<file path="config.mk">
export PLATFORM = sky130hd
export DESIGN_NAME = mem_access_seq_flat
export DESIGN_NICKNAME = d
export VERILOG_FILES = /design/src/rtl/mem_access_seq_pkg.sv /design/src/rtl/mem_access_seq_if.sv /design/src/rtl/mem_access_seq_wait_cnt.sv /design/src/rtl/mem_access_seq.sv /design/src/flat_wrapper.sv
export SDC_FILE = /design/constraint.sdc
export NUM_CORES = 1
export LEC_CHECK = 0
export CAP_MARGIN = 20
export CORE_MARGIN = 1.5
export CORE_UTILIZATION = 27
export CTS_CLUSTER_DIAMETER = 120
export DETAILED_ROUTE_END_ITERATION = 8
export GPL_TIMING_DRIVEN = 0
export PLACE_DENSITY = 0.94
export RECOVER_POWER = 100
export SETUP_SLACK_MARGIN = 0.4
export SLEW_MARGIN = 20
export SYNTH_ARGS = -nofsm -noshare
export SYNTH_HDL_FRONTEND = slang
export SYNTH_HIERARCHICAL = 1
export SYNTH_SLANG_ARGS = --single-unit
export TNS_END_PERCENT = 100
</file>
<file path="constraint.sdc">
create_clock -name clk -period 2.2 [get_ports clk]
set_input_delay 0.44 -clock clk [delete_from_list [all_inputs] [get_ports clk]]
set_output_delay 0.44 -clock clk [all_outputs]
set_load 0.1 [all_outputs]
</file>
<file path="src/rtl/mem_access_seq_pkg.sv">
// Shared definitions for the multicycle memory sequencer:
// state encodings, memory latency bounds and opcodes.
package mem_access_seq_pkg;

  typedef enum logic [2:0] {
    S_FETCH = 3'd0,
    S_FWAIT = 3'd1,
    S_EXEC  = 3'd2,
    S_DATA  = 3'd3,
    S_DWAIT = 3'd4,
    S_WB    = 3'd5,
    S_HALT  = 3'd6
  } state_e;

  localparam int MEM_LAT_MIN = 1;
  localparam int MEM_LAT_MAX = 3;

  localparam logic [6:0] OPC_LOAD   = 7'b0000011;
  localparam logic [6:0] OPC_STORE  = 7'b0100011;
  localparam logic [6:0] OPC_OP     = 7'b0110011;
  localparam logic [6:0] OPC_SYSTEM = 7'b1110011;

  function automatic logic [1:0] lat_init(input int lat);
    return 2'(lat - 1);
  endfunction

endpackage

</file>
<file path="src/rtl/mem_access_seq_if.sv">
// Unified single-port memory bus driven by the sequencer.
// Master drives strobe, write enable and address.
interface mem_access_seq_if #(
  parameter int XLEN = 32
);
  logic            mem_en;
  logic            mem_we;
  logic [XLEN-1:0] mem_addr;

  modport master (output mem_en, mem_we, mem_addr);
  modport slave  (input  mem_en, mem_we, mem_addr);
endinterface

</file>
<file path="src/rtl/mem_access_seq_wait_cnt.sv">
// 2-bit memory wait counter: load, decrement, zero flag.
// Synchronous active-high reset clears the count.
module seq_wait_cnt
  import mem_access_seq_pkg::*;
(
  input  logic       clk,
  input  logic       rst,
  input  logic       load,
  input  logic [1:0] load_val,
  input  logic       dec,
  output logic       zero
);

  logic [1:0] cnt_q, cnt_d;

  always_comb begin
    cnt_d = cnt_q;
    if (rst)
      cnt_d = 2'd0;
    else if (load)
      cnt_d = load_val;
    else if (dec && cnt_q != 2'd0)
      cnt_d = cnt_q - 2'd1;
  end

  always_ff @(posedge clk) begin
    cnt_q <= cnt_d;
  end

  assign zero = (cnt_q == 2'd0);

endmodule

</file>
<file path="src/rtl/mem_access_seq.sv">
// Multicycle fetch/execute/data sequencer for a unified memory.
// Define MEM_ACCESS_SEQ_PERF_CNT_EN to add cycle/instret counters.
module mem_access_seq
  import mem_access_seq_pkg::*;
#(
  parameter int XLEN    = 32,
  parameter int MEM_LAT = 1
) (
  input  logic            clk,
  input  logic            rst,
  input  logic [XLEN-1:0] pc,
  input  logic [XLEN-1:0] data_addr,
  input  logic            data_rd,
  input  logic            data_wr,
  input  logic            halt_in,
  mem_access_seq_if.master mem,
  output logic            ir_load,
  output logic            mdr_load,
  output logic            pc_en,
  output logic            rf_we_en,
`ifdef MEM_ACCESS_SEQ_PERF_CNT_EN
  output logic [XLEN-1:0] cycle_cnt,
  output logic [XLEN-1:0] instret_cnt,
`endif
  output logic            halted
);

  if (MEM_LAT < MEM_LAT_MIN ||
      MEM_LAT > MEM_LAT_MAX) begin : g_bad_lat
    $error("mem_access_seq: MEM_LAT out of range");
  end

  state_e          state_q, state_d;
  logic            cnt_load, cnt_dec, cnt_zero;
  logic            en, we, ir, mdr, pce, rfwe, hlt;
  logic [XLEN-1:0] addr;

  seq_wait_cnt u_wait (
    .clk      (clk),
    .rst      (rst),
    .load     (cnt_load),
    .load_val (lat_init(MEM_LAT)),
    .dec      (cnt_dec),
    .zero     (cnt_zero)
  );

  always_comb begin
    state_d  = state_q;
    cnt_load = 1'b0;
    cnt_dec  = 1'b0;
    en       = 1'b0;
    we       = 1'b0;
    addr     = '0;
    ir       = 1'b0;
    mdr      = 1'b0;
    pce      = 1'b0;
    rfwe     = 1'b0;
    hlt      = 1'b0;
    unique case (state_q)
      S_FETCH: begin
        en       = 1'b1;
        addr     = pc;
        cnt_load = 1'b1;
        state_d  = S_FWAIT;
      end
      S_FWAIT: begin
        if (cnt_zero) begin
          ir      = 1'b1;
          state_d = S_EXEC;
        end else begin
          cnt_dec = 1'b1;
        end
      end
      S_EXEC: begin
        if (halt_in) begin
          state_d = S_HALT;
        end else if (data_wr || data_rd) begin
          state_d = S_DATA;
        end else begin
          pce     = 1'b1;
          rfwe    = 1'b1;
          state_d = S_FETCH;
        end
      end
      // a store wins over a simultaneous read
      S_DATA: begin
        en   = 1'b1;
        addr = data_addr;
        we   = data_wr;
        if (data_wr) begin
          state_d = S_WB;
        end else begin
          cnt_load = 1'b1;
          state_d  = S_DWAIT;
        end
      end
      S_DWAIT: begin
        if (cnt_zero) begin
          mdr     = 1'b1;
          state_d = S_WB;
        end else begin
          cnt_dec = 1'b1;
        end
      end
      S_WB: begin
        pce     = 1'b1;
        rfwe    = 1'b1;
        state_d = S_FETCH;
      end
      S_HALT: hlt = 1'b1;
      default: state_d = S_FETCH;
    endcase
    if (rst) state_d = S_FETCH;
  end

  always_ff @(posedge clk) begin
    state_q <= state_d;
  end

  // reset silences every output, even in the reset FETCH state
  assign mem.mem_en   = en & ~rst;
  assign mem.mem_we   = we & ~rst;
  assign mem.mem_addr = rst ? '0 : addr;
  assign ir_load      = ir & ~rst;
  assign mdr_load     = mdr & ~rst;
  assign pc_en        = pce & ~rst;
  assign rf_we_en     = rfwe & ~rst;
  assign halted       = hlt & ~rst;

`ifdef MEM_ACCESS_SEQ_PERF_CNT_EN
  logic [XLEN-1:0] cycle_q, cycle_d;
  logic [XLEN-1:0] instret_q, instret_d;

  always_comb begin
    cycle_d   = cycle_q;
    instret_d = instret_q;
    if (rst) begin
      cycle_d   = '0;
      instret_d = '0;
    end else begin
      if (state_q != S_HALT)
        cycle_d = cycle_q + XLEN'(1);
      if (pce)
        instret_d = instret_q + XLEN'(1);
    end
  end

  always_ff @(posedge clk) begin
    cycle_q   <= cycle_d;
    instret_q <= instret_d;
  end

  assign cycle_cnt   = cycle_q;
  assign instret_cnt = instret_q;
`endif

endmodule

</file>
<file path="src/flat_wrapper.sv">
// flat-port wrapper written by rule: the top's interface ports become plain ports
module mem_access_seq_flat import mem_access_seq_pkg::*;
#(
  parameter int XLEN    = 32,
  parameter int MEM_LAT = 1
)
  (clk, rst, pc, data_addr, data_rd, data_wr, halt_in, ir_load, mdr_load, pc_en, rf_we_en, halted, mem_mem_en, mem_mem_we, mem_mem_addr);
  mem_access_seq_if #(.XLEN(XLEN)) mem_i ();
  input  logic clk;
  input  logic rst;
  input  logic [XLEN-1:0] pc;
  input  logic [XLEN-1:0] data_addr;
  input  logic data_rd;
  input  logic data_wr;
  input  logic halt_in;
  output logic ir_load;
  output logic mdr_load;
  output logic pc_en;
  output logic rf_we_en;
  output logic halted;
  output wire logic [$bits(mem_i.mem_en)-1:0] mem_mem_en;
  output wire logic [$bits(mem_i.mem_we)-1:0] mem_mem_we;
  output wire logic [$bits(mem_i.mem_addr)-1:0] mem_mem_addr;
  assign mem_mem_en = mem_i.mem_en;
  assign mem_mem_we = mem_i.mem_we;
  assign mem_mem_addr = mem_i.mem_addr;
  mem_access_seq #(.XLEN(XLEN), .MEM_LAT(MEM_LAT)) u_core (.clk(clk), .rst(rst), .pc(pc), .data_addr(data_addr), .data_rd(data_rd), .data_wr(data_wr), .halt_in(halt_in), .mem(mem_i), .ir_load(ir_load), .mdr_load(mdr_load), .pc_en(pc_en), .rf_we_en(rf_we_en), .halted(halted));
endmodule
</file>
==> results of run 1 <==
==> through the flow <==
step	setup slack (ns)	utilization [%]	hold WS [ns]
2_1_floorplan	0.09442	-	0.5046
3_3_place_gp	-1.260	81.85	0.5544
3_5_place_dp	-1.337	81.85	0.5696
==> cell usage after synthesis (2+ instances only) <==
cell,n
a22o_2,6
buf_4,2
buf_6,8
xnor2_1,2
a21oi_1,3
nand3b_1,2
nor4_1,2
and3_1,2
buf_2,2
inv_1,5
a22o_1,25
dfxtp_1,5
nor2b_1,2
o21ai_0,2
nor2_1,5
a22oi_1,2
==> cells by family after synthesis <==
group | synth area share, %
AOI/OAI and AO/OA | 45.99
and+or+nand+nor | 19.60
buffers and inverters | 16.51
DFF | 12.35
xor gates and xnor gates | 2.161
adders and majority gates | 1.543
other | 0.4625
muxes | 1.389
==> results.json, run 1 <==
{
  "ctsLongestPathBuffers": 2,
  "cts_post_setup_buffers_inserted": 13,
  "async_flop_share_pct": 0,
  "die_width_um": 57.80,
  "placed_cells": 232,
  "numCtsBuffers": 3,
  "die_h_um": 57.80,
  "synth_top_flop_cell": "dfxtp_1",
  "synth_cell_types": 34,
  "buffer_ports.inserted": 107,
  "clock_sink_count": 5,
  "dpl_cell_area_sq_um": 2296,
  "result_of_the_run": "did not finish",
  "synthDominantCellAreaShare_pct": 27.01,
  "initial_utilization_pct": 28.90,
  "yosys_register_bits": 5,
  "sequential_share_of_the_synthesized_area_pct": 12.35,
  "post_synth.cell_area_avg_sq_um": 8.718,
  "ys_top_cells_by_area": "a22o_1 (27%), dfxtp_1 (12%), buf_6 (11%)",
  "yosys_warnings": 6,
  "synth.cell_area_sq_um": 810.8,
  "number_of_enable_type_register_cells_in_the_synthesized_netlist": 0,
  "rows": 19,
  "stop_stage": "4_1_cts",
  "cts_hold_buffers": 0,
  "synth_top_area_cell": "a22o_1",
  "post_synth_inst_count": 93,
  "tool.error": "[ERROR DPL-0038] Utilization greater than 100%, impossible to legalize",
  "ioPinCount": 108,
  "htreeDepth": 1,
  "gpl.final_weighted_congestion": 0.7606,
  "cts_root_buf": "clkbuf_4",
  "number_of_resized_instances_in_the_post_cts_repair_step": 370,
  "place.detailed.hpwl_um": 3789
}
==> run 2, diff against run 1 <==
--- a/config.mk
+++ b/config.mk
@@ -6,14 +6,12 @@
 export NUM_CORES = 1
 export LEC_CHECK = 0
 export CAP_MARGIN = 20
-export CORE_MARGIN = 1.5
-export CORE_UTILIZATION = 27
-export CTS_CLUSTER_DIAMETER = 120
+export CORE_AREA = 2 2 63 65
 export DETAILED_ROUTE_END_ITERATION = 8
+export DIE_AREA = 0 0 65 67
 export GPL_TIMING_DRIVEN = 0
-export PLACE_DENSITY = 0.94
+export PLACE_DENSITY_LB_ADDON = 0.15
 export RECOVER_POWER = 100
-export SETUP_SLACK_MARGIN = 0.4
 export SLEW_MARGIN = 20
 export SYNTH_ARGS = -nofsm -noshare
 export SYNTH_HDL_FRONTEND = slang
==> results.json, run 2 <==
{
  "result_of_the_run": "finished clean",
  "critical_path_required_ns": 1.76,
  "finalPower_w": 0.003194,
  "ctsLongestPathBuffers": 2,
  "worst-path-max-fanout": 2,
  "skew_ns": 0.0006873,
  "post_synth.cell_area_avg_sq_um": 8.718,
  "ioPinCount": 108,
  "period_share_pct": 99.99,
  "number_of_enable_type_register_cells_in_the_synthesized_netlist": 0,
  "cts_hold_buffers": 0,
  "critPathArrivalTime_ns": 1.76,
  "sequential_share_of_the_synthesized_area_pct": 12.35,
  "timing.final.hold_violations": 0,
  "synth_top_flop_cell": "dfxtp_1",
  "yosysMostFrequentCell": "a22o_1",
  "n_fill_cell": 292,
  "die_width_um": 65,
  "clock_sink_count": 5,
  "first_global_vias": 1159,
  "gr-total-overflow": 0,
  "critPathKind": "input port to output port",
  "track_usage_pct": 16.96,
  "layout_top_registers": "u_core/state_q x3, u_core/u_wait/cnt_q x2",
  "most_frequent_cells_in_the_layout": "clkdlybuf4s50_1 (66), a22o_2 (29), buf_8 (18)",
  "area_growth_syn_to_layout_pct": 181.9,
  "yosys_register_bits": 5,
  "drc_violations_left": 0,
  "antenna_cells": 0,
  "detail_route.iter0.violations": 86,
  "detail_route.first_pass.iterations": 4,
  "worst_ir_drop_vdd_mv": 1.073,
  "insertion_delay_ns": 0.22,
  "synthDominantCellAreaShare_pct": 27.01,
  "grt_pass1_wl_um": 5644,
  "place.detailed.hpwl_um": 3064,
  "ys_top_cells_by_area": "a22o_1 (27%), dfxtp_1 (12%), buf_6 (11%)",
  "coreArea_sq_um": 3606,
  "finalWorstPathRequiredPeriod_ns": 2.200,
  "synth.cell_area_sq_um": 810.8,
  "tritoncts": "yes",
  "synth_top_area_cell": "a22o_1",
  "largest_register_ff_count": 3,
  "final-max-slew-violation-count": 0,
  "ys_top_cells_by_count": "a22o_1 (25), buf_6 (8), a22o_2 (6)",
  "yosys_warnings": 6,
  "slew_headroom_pct": 63.00,
  "die_h_um": 67,
  "hold_ws_ns": 0.4188,
  "numCtsBuffers": 3,
  "async_flop_share_pct": 0,
  "initial_utilization_pct": 22.48,
  "cts_root_buf": "clkbuf_8",
  "drv_cap": 0,
  "hold_path_class": "input port to register",
  "routed_wirelength_um": 4152,
  "synth_cell_types": 34,
  "htreeDepth": 1,
  "buffer_ports.inserted": 107,
  "wire_per_inst_um": 16.28,
  "max_freq_mhz": 454.6,
  "postLayoutCoreUtil_pct": 63.39,
  "grt_antenna_before_repair": 0,
  "path_clk_slew_ns": 0.04,
  "via_per_inst": 4.808,
  "share_of_post_route_cells_with_drive_strength_above_1_pct": 48.79,
  "post-route-worst-setup-slack_ns": 0.0001834,
  "max_flop_register": "u_core/state_q",
  "place_ws_ns": -1.234,
  "layout.cells.most_common": "clkdlybuf4s50_1",
  "worst_slew_pin_slew_ns": 0.5577,
  "ant_nets": 0,
  "post_synth_inst_count": 93,
  "power_leakage_nw": 0.9675,
  "report.final.setup_viol": 0,
  "rows": 22,
  "grt_max_degree": 11,
  "worst_setup_path_end_kind": "output port",
  "die_area_sq_um": 4355,
  "detailroute.via_count": 1226,
  "power_density_nw_per_um2": 1397,
  "setup_repair_after_global_routing_missed_its_margin": "yes",
  "gpl.final_weighted_congestion": 0.8023,
  "critPathLaunchType": "input port",
  "final_nets": 278
}
-- run 2: cell counts after synthesis --
No cell type changed its count.
-- run 2: path summary, 6_finish.rpt --
| kind | start | endpoint | slack (ns) | cells past startpoint |
|---|---|---|---|---|
| max | data_rd | rf_we_en | 0.0002 | 6 |
| min | rst | u_core/u_wait/cnt_q[0] | 0.42 | 2 |
| max reg2reg | u_core/u_wait/cnt_q[0] | u_core/u_wait/cnt_q[0] | 0.64 | 6 |
| min reg2reg | u_core/u_wait/cnt_q[0] | u_core/u_wait/cnt_q[0] | 0.59 | 2 |
-- run 2: timing repair --
item	4_1_cts	5_1_grt
buffers inserted	2	0
setup endpoints to repair	39	35
hold endpoints to repair	0	0
pin swaps	3	1
gates resized for setup	268	51
-- run 2: metrics by stage --
stage / setup TNS, ns / cells / instance area (sq um)
2_1_floorplan: 0 / 94 / 884.6
3_3_place_gp: -43.71 / 249 / 2016
3_5_place_dp: -44.87 / 249 / 2016
4_1_cts: 0 / 255 / 2138
5_1_grt: -0.7068 / 255 / 2286
6_report: 0 / 255 / 2286
-- run 2: layout make-up --
| class | count | area (sq um) | share of cell area [%] |
|---|---|---|---|
| buffer | 12 | 128.9 | 5.638 |
| tap | 48 | 60.06 | 2.627 |
| inverter | 5 | 18.77 | 0.8210 |
| clock buffer | 4 | 45.04 | 1.970 |
| multi-input combinational | 72 | 655.6 | 28.68 |
| sequential | 5 | 100.1 | 4.379 |
| timing repair buffer | 109 | 1277 | 55.88 |
-- run 2: power breakdown --
group          switching [W]  total [W]  leakage (nW)  internal (W)
registers          0.0000349   0.000166        0.0413      0.000131
clock network      0.0000459   0.000170        0.0228      0.000124
logic                0.00186    0.00286         0.903      0.000994
-- run 2: critical path, stage by stage --
cell	delay [ns]
clkdlybuf4s50_1	0.48
nor4_4	0.31
a22oi_2	0.11
nor2_4	0.15
buf_12	0.11
buf_12	0.16
-- run 2: kinds of logic (layout without fill, tap and decap cells) --
group / count (synthesis) / in the layout / synth area share [%]
compound gates: 43 / 43 / 45.99
xor+xnor: 2 / 2 / 2.161
fa+ha+maj: 1 / 1 / 1.543
buf+inv: 17 / 130 / 16.51
flops: 5 / 5 / 12.35
mux: 1 / 1 / 1.389
other cells: 1 / 2 / 0.4625
simple gates: 23 / 23 / 19.60
-- run 2: routing by layer --
metal / track usage [%] / part of all wire, % / vias to the layer above
met1: 18.86 / 39 / 566
met5: 0 / 0 / -
met2: 32.22 / 52 / 71
li1: - / - / 585
met3: 3.547 / 6.9 / 4
met4: 4.787 / 1.2 / 0
No activity file was read; power rests on OpenSTA's default activity.
==> run 3, diff against run 2 <==
--- a/config.mk
+++ b/config.mk
@@ -9,7 +9,6 @@
 export CORE_AREA = 2 2 63 65
 export DETAILED_ROUTE_END_ITERATION = 8
 export DIE_AREA = 0 0 65 67
-export GPL_TIMING_DRIVEN = 0
 export PLACE_DENSITY_LB_ADDON = 0.15
 export RECOVER_POWER = 100
 export SLEW_MARGIN = 20
==> results.json, run 3 (same netlist as run 2, synthesis figures left out) <==
{
  "detail_route.first_pass.iterations": 4,
  "gr-total-overflow": 0,
  "area_growth_syn_to_layout_pct": 173.1,
  "hold_path_class": "register to register",
  "buffer_ports.inserted": 107,
  "die_h_um": 67,
  "most_frequent_cells_in_the_layout": "clkdlybuf4s50_1 (66), a22o_2 (28), buf_6 (18)",
  "grt_antenna_before_repair": 0,
  "rows": 22,
  "grt_pass1_wl_um": 6451,
  "report.final.setup_viol": 0,
  "combPwrFrac_pct": 87.6,
  "max_flop_register": "u_core/state_q",
  "result_of_the_run": "finished clean",
  "largest_register_ff_count": 3,
  "cts_post_setup_buffers_inserted": 0,
  "path_clk_slew_ns": 0.03,
  "share_clk_of_total_power_pct": 5.4,
  "share_of_post_route_cells_with_drive_strength_above_1_pct": 48.26,
  "numCtsBuffers": 3,
  "max_freq_mhz": 472.3,
  "coreArea_sq_um": 3606,
  "critPathLaunch": "rst",
  "grt_util_met2_pct": 36.34,
  "worst-path-max-fanout": 16,
  "sequential_cell_area_sq_um": 103.9,
  "cts_root_buf": "clkbuf_8",
  "ctsLongestPathBuffers": 2,
  "timing.final.hold_violations": 0,
  "ant_nets": 0,
  "hold_start": "u_core/u_wait/cnt_q[0]",
  "htreeDepth": 1,
  "initial_utilization_pct": 22.48,
  "detail_route.iter0.violations": 40,
  "wire_per_inst_um": 17.69,
  "critPathLaunchType": "input port",
  "track_usage_pct": 19.71,
  "sw_frac_of_total_pct": 62.29,
  "drv_cap": 0,
  "n_fill_cell": 321,
  "dpl_cell_area_sq_um": 2356,
  "postLayoutCoreUtil_pct": 61.42,
  "skew_ns": 0.0005635,
  "worst_ir_drop_vdd_mv": 0.8004,
  "p_sw_w": 0.001929,
  "layout_top_registers": "u_core/state_q x3, u_core/u_wait/cnt_q x2",
  "globalRouteMet1Util_pct": 23.02,
  "detailroute.via_count": 1212,
  "power_density_nw_per_um2": 1398,
  "period_share_pct": 96.25,
  "critPathKind": "input port to output port",
  "power_report.internal_total_w": 0.001168,
  "antenna_cells": 0,
  "layout.cells.most_common": "clkdlybuf4s50_1",
  "finalWorstPathRequiredPeriod_ns": 2.117,
  "insertion_delay_ns": 0.22,
  "final-max-slew-violation-count": 0,
  "drc_violations_left": 0,
  "critical_register_to_register_path_startpoint": "u_core/u_wait/cnt_q[0]",
  "die_area_sq_um": 4355,
  "cts_hold_buffers": 0,
  "final_nets": 272,
  "place.detailed.hpwl_um": 3594,
  "area_of_the_multi_input_gates_sq_um": 668.1,
  "power.share.sequential_pct": 7.1,
  "via_per_inst": 4.867,
  "setup_repair_after_global_routing_missed_its_margin": "no",
  "critPathArrivalTime_ns": 1.68,
  "globalRoute.busiestLayer": "met2",
  "first_global_vias": 1158,
  "die_width_um": 65,
  "tritoncts": "yes",
  "gpl.final_weighted_congestion": 0.8062,
  "grt_max_degree": 33,
  "clock_sink_count": 5,
  "routed_wirelength_um": 4405,
  "power_leakage_nw": 0.9303,
  "worst_setup_path_end_kind": "output port",
  "grt_util_met3_pct": 4.054,
  "final_area_sq_um": 2215,
  "critical_path_required_ns": 1.76,
  "ioPinCount": 108
}
-- run 3: power by group through the flow --
stage / clock [W] / sequential (W) / combinational [W]
final: 0.000166 / 0.000219 / 0.00271
after global routing: 0.000181 / 0.000230 / 0.00280
after CTS: 0.000173 / 0.000221 / 0.00302
after detailed placement: 0 / 0.000214 / 0.00299
after global placement: 0 / 0.000207 / 0.00295
after floorplan: 0 / 0.000159 / 0.00201
-- run 3: metal layers --
metal	vias to the layer above	wire length, um
met5	-	0
met4	0	38
met3	4	355
met2	66	2208
met1	568	1802
li1	574	-
-- run 3: worst max-delay path: stages --
cell,delay [ns]
dlygate4sd2_1,0.25
nor2_2,0.10
and3_4,0.22
bufbuf_16,0.29
a22o_1,0.19
buf_12,0.18
-- run 3: cell type report --
class                      instances  area share [%]
multi-input combinational         72           30.17
timing repair buffer             115           59.55
sequential                         5           4.689
inverter                           5          0.8475
clock buffer                       4           2.034
tap                               48           2.712
-- run 3: path summary, 6_finish.rpt --
check                                 to  slack (ns)  cells after the start
hold reg to reg   u_core/u_wait/cnt_q[0]        0.60                      2
setup / recovery        mem_mem_addr[31]        0.08                      6
hold / removal    u_core/u_wait/cnt_q[0]        0.60                      2
setup reg to reg  u_core/u_wait/cnt_q[0]        0.66                      6
-- run 3: what timing repair did --
item | in CTS | in global routing
pin swaps | 1 | 2
cloned | 1 | 0
setup endpoints to repair | 35 | 2
resized for setup | 9 | 2
-- run 3: per-stage QoR --
stage,worst slack [ns],power [W],cells,setup TNS (ns),hold slack (ns)
6_report,0.08251,0.003097,249,0,0.5969
5_1_grt,0.008297,0.003209,249,0,0.6423
4_1_cts,0.007839,0.003410,249,0,0.6069
3_5_place_dp,-0.1360,0.003200,244,-2.213,0.5994
3_3_place_gp,-0.06182,0.003157,244,-1.703,0.5655
2_1_floorplan,0.01731,0.002174,94,0,0.5046
==> edit, RTL diff (settings of run 3) <==
`XLEN` is set to 32 in 3 places; all go to 48.
--- a/src/rtl/mem_access_seq_if.sv
+++ b/src/rtl/mem_access_seq_if.sv
@@ -3,3 +3,3 @@
 interface mem_access_seq_if #(
-  parameter int XLEN = 32
+  parameter int XLEN = 48
 );
--- a/src/rtl/mem_access_seq.sv
+++ b/src/rtl/mem_access_seq.sv
@@ -5,3 +5,3 @@
 #(
-  parameter int XLEN    = 32,
+  parameter int XLEN    = 48,
   parameter int MEM_LAT = 1
--- a/src/flat_wrapper.sv
+++ b/src/flat_wrapper.sv
@@ -3,3 +3,3 @@
 #(
-  parameter int XLEN    = 32,
+  parameter int XLEN    = 48,
   parameter int MEM_LAT = 1
Interface: changed (resized data_addr, mem_mem_addr and pc); port bits go from 108 to 156. No check against the original RTL was run, so the function may have changed too.
==> edit against run 3 <==
Area after synthesis up 15%. Clock power increased by 5%. Critical endpoint is now mem_mem_addr[3]. Sequential cell count unchanged. Routed wire length rose by 83%. Sequential share of layout area shrank 1.5 points. Critical path depth decreased by 1. Maximum frequency decreased by 3.6%. Sequential power up 4%. Worst setup slack lost 0.079 ns. Design area grew 51%. Register-to-register slack worse by 0.14 ns. Synthesized cell count increased by 22%. Power grew 55%.
==> edit: results (changes against run 3) <==
| Metric | Value |
|---|---|
| Post-Place Worst Slack | -0.182 ns (-0.0463 ns) |
| Share of cells above drive strength 1 | 0.511 (+0.0284) |
| Final net count | 377 (+39%) |
| Top post-synthesis cells by area | a22o_1 45%, dfxtp_1 11%, buf_6 4.9% |
| Routed vias/inst | 5.42 (+11%) |
| CP arrival | 1.76 ns (+0.08 ns) |
| Met1 Usage GRT | 0.387 (+0.157) |
| First-pass GRT wire length | 10.6 mm (+64%) |
| Lkg Pwr | 1.37 nW (+47%) |
| WL final | 8.05 mm (+83%) |
| Vias in the first global route | 1769 (+53%) |
| Met1 Wirelength | 2.90 mm (+61%) |
| Post-DP HPWL | 5.43 mm (+51%) |
| Run status | finished clean |
| CP Max Fanout | 5 (-11) |
| Fmax | 455 MHz (-3.6%) |
| Post-cts repair resize count | 7 (-2) |
| Cells after Synth | 113 (+22%) |
| Clock skew | 0.00217 ns (+0.00161 ns) |
| Library cells used by synthesis | 33 (-2.9%) |
| Gp weighted congestion | 0.890 (+10%) |
| Max VDD drop | 1230 uV (+53%) |
| Synth top cells by count | 48 x a22o_1, 7 x buf_2, 5 x dfxtp_1, 5 x inv_1, 5 x nor2_1 |
| Top_reg_cell synth | dfxtp_1 |
| Reg2reg start | u_core/u_wait/cnt_q[0] |
| Sequential area share after synthesis | 0.108 (-0.0156) |
| Placed cell areas | 3170 um2 (+35%) |
| Gate power share | 0.916 (+0.040) |
| Worst Setup SP | u_core/state_q[2] |
| Max Used Layer | met4 |
| Switching share of power | 0.598 (-0.0254) |
| IO buf count | 155 (+45%) |
| FILL cells | 110 (-66%) |
| Total track usage | 0.331 (+0.134) |
| Grt met3 use | 0.0811 (+0.0405) |
| R2R setup slack | 0.52 ns (-0.14 ns) |
| Detail Route met3 WL | 718 um (+100%) |
| Dpl cells | 313 (+28%) |
| Drt initial violations | 147 (+270%) |
| Clock share of power | 0.036 (-0.018) |
| Post-CTS Setup Bufs | 1 (+1) |
| WHS Endpoint | u_core/state_q[0] |
| Largest net degree at the start of global routing | 26 (-21%) |
| Clk. pwr | 0.174 mW (+5%) |
| Met2 usage | 0.597 (+0.233) |
| Finished Layout Cells | 323 (+30%) |
-- edit: cell count changes after synthesis, sizes merged --
cell,change
clkbuf,+2
buf,+2
a22o,+16
-- edit: worst max-delay path: stages, from the launching register on --
cell and delay, ns:
dfxtp_2 0.37, nor4_4 0.46, buf_4 0.22, clkbuf_16 0.14, a22o_2 0.16, buf_12 0.18
-- edit: logic make-up after synthesis --
| group | Yosys count | synth area share |
|---|---|---|
| multiplexers | 1 | 0.0121 |
| XOR/XNOR | 2 | 0.0189 |
| AO/OA/AOI/OAI | 59 | 0.535 |
| adder cells (fa/ha/maj) | 1 | 0.0135 |
| buffers and inverters | 21 | 0.140 |
| other | 1 | 0.00404 |
| flip-flops | 5 | 0.108 |
| AND/OR/NAND/NOR | 23 | 0.168 |
-- edit: final cells by class --
type                    count  area [um2]  area share
clock buffers               4        45.0      0.0135
well taps                  48        60.1      0.0180
inverters                   5        18.8     0.00562
diodes                      1        2.50    0.000749
repair buffers            172        2290       0.685
flip-flops and latches      5         106      0.0318
multi-input cells          88         821       0.246
